$ cat src/rtl/if_fetch_queue_if.sv
// rtl/if_fetch_queue_if.sv - fetch-to-decode valid/ready handshake bundle
interface if_fetch_queue_if #(
    parameter int PC_WIDTH    = 10,
    parameter int INSTR_WIDTH = 32
);
    logic                   out_valid;
    logic                   out_ready;
    logic [INSTR_WIDTH-1:0] out_instr;
    logic [PC_WIDTH-1:0]    out_pc_plus4;

    modport master (output out_valid, out_instr, out_pc_plus4, input out_ready);
    modport slave  (input out_valid, out_instr, out_pc_plus4, output out_ready);
endinterface

$ cat src/rtl/if_fetch_queue.sv
// rtl/if_fetch_queue.sv - PC owner with DEPTH-entry prefetch queue; IF_BYPASS_EN adds empty-queue bypass
module if_fetch_queue #(
    parameter int                   PC_WIDTH    = 10,
    parameter int                   INSTR_WIDTH = 32,
    parameter int                   DEPTH       = 4,
    parameter logic [PC_WIDTH-1:0]  RESET_PC    = '0
) (
    input  logic                         clk,
    input  logic                         reset_n,
    input  logic                         branch_taken,
    input  logic [PC_WIDTH-1:0]          branch_address,
    input  logic                         jump,
    input  logic [PC_WIDTH-1:0]          jump_address,
    output logic [PC_WIDTH-1:0]          imem_addr,
    input  logic [INSTR_WIDTH-1:0]       imem_data,
    if_fetch_queue_if.master             dec,
    output logic [$clog2(DEPTH+1)-1:0]   occupancy
);
    localparam int PTR_W = $clog2(DEPTH);
    localparam int OCC_W = $clog2(DEPTH+1);

    logic [PC_WIDTH-1:0]    pc;
    logic [PC_WIDTH-1:0]    pc_plus4;
    logic [PC_WIDTH-1:0]    target;
    logic [PTR_W-1:0]       wr_ptr;
    logic [PTR_W-1:0]       rd_ptr;
    logic [INSTR_WIDTH-1:0] instr_q [DEPTH];
    logic [PC_WIDTH-1:0]    pc4_q   [DEPTH];
    logic                   redirect;
    logic                   q_pop;
    logic                   push;
    logic                   write_en;
    logic                   bypass_take;

    assign pc_plus4  = pc + PC_WIDTH'(4);
    assign imem_addr = pc;
    assign redirect  = jump | branch_taken;
    assign target    = jump ? jump_address : branch_address;

    // q_pop is a pop of a stored entry; a bypassed pop never touches storage
    assign q_pop = (occupancy != '0) & dec.out_ready;
    assign push  = ~redirect & ((occupancy < OCC_W'(DEPTH)) | q_pop);

`ifdef IF_BYPASS_EN
    logic bypass_active;
    assign bypass_active    = (occupancy == '0) & reset_n;
    assign bypass_take      = bypass_active & ~redirect & dec.out_ready;
    assign dec.out_valid    = bypass_active ? ~redirect : (occupancy != '0);
    assign dec.out_instr    = bypass_active ? imem_data : instr_q[rd_ptr];
    assign dec.out_pc_plus4 = bypass_active ? pc_plus4  : pc4_q[rd_ptr];
`else
    assign bypass_take      = 1'b0;
    assign dec.out_valid    = (occupancy != '0);
    assign dec.out_instr    = instr_q[rd_ptr];
    assign dec.out_pc_plus4 = pc4_q[rd_ptr];
`endif

    assign write_en = push & ~bypass_take;

    always_ff @(posedge clk or negedge reset_n) begin
        if (!reset_n) begin
            pc        <= RESET_PC;
            wr_ptr    <= '0;
            rd_ptr    <= '0;
            occupancy <= '0;
        end else if (redirect) begin
            pc        <= target;
            wr_ptr    <= '0;
            rd_ptr    <= '0;
            occupancy <= '0;
        end else begin
            if (push) begin
                pc <= pc_plus4;
            end
            if (write_en) begin
                wr_ptr <= wr_ptr + PTR_W'(1);
            end
            if (q_pop) begin
                rd_ptr <= rd_ptr + PTR_W'(1);
            end
            if (write_en && !q_pop) begin
                occupancy <= occupancy + OCC_W'(1);
            end else if (!write_en && q_pop) begin
                occupancy <= occupancy - OCC_W'(1);
            end
        end
    end

    // Storage is cleared so the head reads zero straight out of reset
    always_ff @(posedge clk or negedge reset_n) begin
        if (!reset_n) begin
            for (int i = 0; i < DEPTH; i++) begin
                instr_q[i] <= '0;
                pc4_q[i]   <= '0;
            end
        end else if (write_en) begin
            instr_q[wr_ptr] <= imem_data;
            pc4_q[wr_ptr]   <= pc_plus4;
        end
    end
endmodule

$ cat src/flat_wrapper.sv
// flat-port wrapper written by rule: the top's interface ports become plain ports
module if_fetch_queue_flat 
#(
    parameter int                   PC_WIDTH    = 10,
    parameter int                   INSTR_WIDTH = 32,
    parameter int                   DEPTH       = 4,
    parameter logic [PC_WIDTH-1:0]  RESET_PC    = '0
)
  (clk, reset_n, branch_taken, branch_address, jump, jump_address, imem_addr, imem_data, occupancy, dec_out_valid, dec_out_instr, dec_out_pc_plus4, dec_out_ready);
  if_fetch_queue_if #(.PC_WIDTH(PC_WIDTH), .INSTR_WIDTH(INSTR_WIDTH)) dec_i ();
  input  logic clk;
  input  logic reset_n;
  input  logic branch_taken;
  input  logic [PC_WIDTH-1:0] branch_address;
  input  logic jump;
  input  logic [PC_WIDTH-1:0] jump_address;
  output logic [PC_WIDTH-1:0] imem_addr;
  input  logic [INSTR_WIDTH-1:0] imem_data;
  output logic [$clog2(DEPTH+1)-1:0] occupancy;
  output wire logic [$bits(dec_i.out_valid)-1:0] dec_out_valid;
  output wire logic [$bits(dec_i.out_instr)-1:0] dec_out_instr;
  output wire logic [$bits(dec_i.out_pc_plus4)-1:0] dec_out_pc_plus4;
  input wire logic [$bits(dec_i.out_ready)-1:0] dec_out_ready;
  assign dec_out_valid = dec_i.out_valid;
  assign dec_out_instr = dec_i.out_instr;
  assign dec_out_pc_plus4 = dec_i.out_pc_plus4;
  assign dec_i.out_ready = dec_out_ready;
  if_fetch_queue #(.PC_WIDTH(PC_WIDTH), .INSTR_WIDTH(INSTR_WIDTH), .DEPTH(DEPTH), .RESET_PC(RESET_PC)) u_core (.clk(clk), .reset_n(reset_n), .branch_taken(branch_taken), .branch_address(branch_address), .jump(jump), .jump_address(jump_address), .imem_addr(imem_addr), .imem_data(imem_data), .dec(dec_i), .occupancy(occupancy));
endmodule
$ cat config.mk
export PLATFORM = sky130hd
export DESIGN_NAME = if_fetch_queue_flat
export DESIGN_NICKNAME = d
export VERILOG_FILES = /design/src/rtl/if_fetch_queue_if.sv /design/src/rtl/if_fetch_queue.sv /design/src/flat_wrapper.sv
export SDC_FILE = /design/constraint.sdc
export NUM_CORES = 1
export LEC_CHECK = 0
export ABC_AREA = 0
export ABC_CLOCK_PERIOD_IN_PS = 2400
export CORE_ASPECT_RATIO = 1.1
export CORE_MARGIN = 4
export CORE_UTILIZATION = 25
export CTS_CLUSTER_DIAMETER = 200
export DETAILED_ROUTE_END_ITERATION = 16
export HOLD_SLACK_MARGIN = 0.1
export SYNTH_ARGS = -nofsm -noshare
export SYNTH_HDL_FRONTEND = slang
export SYNTH_SLANG_ARGS = --single-unit
$ cat constraint.sdc
create_clock -name clk -period 2.4 [get_ports clk]
set_clock_uncertainty 0.05 [all_clocks]
set_input_delay 0.48 -clock clk [delete_from_list [all_inputs] [get_ports clk]]
set_output_delay 0.48 -clock clk [all_outputs]
set_load 0.01 [all_outputs]
==> results_dict.tcl <==
set metrics [dict create \
    outcome "complete, but fails checks" \
    violations "setup timing" \
    wl_per_cell_um 18.0 \
    clk_latency_ns 0.44 \
    synth_top_area_frac 0.526 \
    synth_nets 622 \
    fp.dieH_um 205 \
    peakVddDrop_uv 476 \
    synth_area_um2 8800 \
    drv_cap 0 \
    grtUsageTotal 0.110 \
    boundaryPins 113 \
    row_count 71 \
    syn_area_per_cell_um2 15.8 \
    synthDistinctLibCells 37 \
    drive_above_1_share 0.437 \
    numCtsBuffers 17 \
    worst_slack_ns -0.0689 \
    die_area_um2 38300 \
    yosys_warnings 0 \
    max_slew_margin 0.642 \
    leakage_nw 5.18 \
    grt.busiest_layer "met2" \
    post-route-min-period_ns 2.47 \
    crit_fanout 6 \
    finish.utilization 0.330 \
    synth-async-reset-ratio 1.00 \
    holdWs_ns 0.428 \
    end_kind "output port" \
    area_delta_synth_final_pct 29.2 \
    die_w_um 187 \
    yosys-top-cells-area "dfrtp_1, mux2_4, mux4_2" \
    use_met2 0.177 \
    regArea_um2 4630 \
    ys.flop_type "dfrtp_1" \
    syn-instance-count 558 \
    firstDrtPassIters 4 \
    synth_top_cell_by_area "dfrtp_1" \
    fin_tns_setup_ns -0.171 \
    dpl.hpwl_um 13200 \
    fmax_mhz 405 \
    required_ns 1.87 \
    cts_htree_levels 4 \
    clk_pin_slew_ns 0.07 \
    antenna_found_initial 0 \
    place.gp.congestion 0.706 \
    slew_violations 0 \
    grt.overflow.total 0 \
    p_per_area_nw_per_um2 780 \
    drt_wl_total_um 20700 \
    ys_seq_area_frac 0.526 \
    vias_per_cell 4.42 \
    crit_path_start_kind "flip-flop" \
    grt_max_degree 51 \
    multi_input_area_um2 3840 \
    fin_nets 762 \
    drc 0 \
    rsz0062_at_grt "true" \
    synth_seq_cells 185 \
    num_antenna_cells 0 \
    initial_core_util 0.255 \
    root_buffer "clkbuf_16" \
    finalNonFillerCells 1149 \
    post-route-period-util 1.03 \
    grt_first_pass_wirelength_um 32700 \
    core_um2 34500 \
    clkSinkCount 185 \
    hold_viol 0 \
    arrival_ns 1.94 \
    clockBufferDepth 2 \
    crit_type "flip-flop to output port" \
    grt_pass1_vias 5546 \
    finalSetupViolCount 9 \
    met3_usage 0.0322 \
    final_antenna_net_count 0 \
    hold_path.class "flip-flop to flip-flop" \
    place_inst 1102 \
    num_vias 5073 \
    cts_tree "done" \
    tightest_slew_ns 0.537 \
    portBuffers 112 \
    synth-edff-count 0 \
    stdcell_area_um2 11400 \
    drt_iter0_drc 192 \
    placed_area_um2 10600 \
    use_met1 0.147 \
    nFillCells 3374 \
]
## kinds of logic (layout without fill, tap and decap cells)
logic type                 after synthesis  in the layout  synth area share
xor gates and xnor gates                17             17            0.0169
AOI/OAI and AO/OA                       47             47            0.0290
buffers and inverters                   45            198            0.0382
muxes                                  187            187             0.337
DFF                                    185            185             0.526
adders and majority gates                7              7            0.0108
and+or+nand+nor                         70             70            0.0421
## report_power, final
group / total [mW] / switching [mW] / internal (mW) / leakage (nW)
Sequential: 4.08 / 0.353 / 3.73 / 2.35
Combinational: 2.06 / 0.719 / 1.35 / 2.56
Clock: 2.73 / 1.29 / 1.44 / 0.260
Total: 8.88 / 2.36 / 6.52 / 5.18
## cell usage in the layout (no fill, tap or decap), types with 18 or more instances in the layout
| master | n |
|---|---|
| mux4_2 | 42 |
| buf_12 | 20 |
| mux2_4 | 105 |
| nand2_1 | 39 |
| buf_4 | 18 |
| mux2_2 | 36 |
| dfrtp_1 | 183 |
| buf_6 | 37 |
| o21ai_0 | 26 |
| clkdlybuf4s50_1 | 69 |
| clkbuf_16 | 18 |
## synthesized netlist by cell type (2+ instances only)
cell type and n:
a21oi_1 3, a22oi_1 5, and3_1 2, buf_2 10
buf_4 7, buf_6 17, clkbuf_1 4, dfrtp_1 185
ha_1 6, inv_1 6, mux2_2 36, mux2_4 105
mux2i_1 3, mux4_2 42, nand2_1 39, nand3_1 7
nand3_4 3, nor2_1 7, nor2b_1 2, o21ai_0 26
o21ai_1 11, or3_1 2, xnor2_1 5, xor2_1 12
## area by class of cell
class / instances / share of cell area
multi-input combinational: 328 / 0.337
sequential: 185 / 0.407
clock buffer: 19 / 0.0381
timing repair buffer: 160 / 0.156
tap: 438 / 0.0482
clock inverter: 13 / 0.0108
inverter: 6 / 0.00198
## per-layer routing
layer,up-vias,share of wire
met5,-,0
met4,0,0.014
met3,17,0.048
met2,100,0.46
met1,2646,0.47
li1,2310,-
## state kept, by name, indices dropped and copies added (netlist names)
register,flops
u_core.occupancy,3
u_core.pc4_q,40
u_core.instr_q,128
u_core.rd_ptr,2
u_core.wr_ptr,2
u_core.imem_addr,10
## final timing paths
| path | startpoint | end | slack (ns) | cells after the start |
|---|---|---|---|---|
| setup / recovery | u_core.rd_ptr[0] | dec_out_instr[4] | -0.07 | 5 |
| hold / removal | u_core.pc4_q[16] | u_core.pc4_q[16] | 0.43 | 2 |
| setup reg to reg | u_core.occupancy[2] | u_core.occupancy[2] | 0.36 | 7 |
| hold reg to reg | u_core.pc4_q[16] | u_core.pc4_q[16] | 0.43 | 2 |
| max in group asynchronous | reset_n | u_core.pc4_q[10] | 1.01 | 4 |
| min in group asynchronous | reset_n | u_core.instr_q[75] | 0.53 | 2 |
## repair_timing
item / in CTS / in global routing
endpoints found under the setup margin: 42 / 42
resized for setup: 183 / 30
hold buffers: 1 / 0
gates cloned: 3 / 1
buffers inserted: 10 / 3
hold endpoints to repair: 43 / 0
## through the flow
step,power [mW],worst slack [ns]
floorplan,5.30,0.163
global placement,6.15,-0.0665
detailed placement,6.20,-0.119
CTS,8.97,-0.148
global route,9.34,-0.140
finish,8.88,-0.0689
## worst max-delay path, cell delays in order, from the launching register on
cell     delay (ns)
dfrtp_4        0.54
buf_12         0.16
buf_16         0.14
buf_6          0.11
mux4_2         0.42
buf_6          0.14
Power figures use the tool's default switching activity.
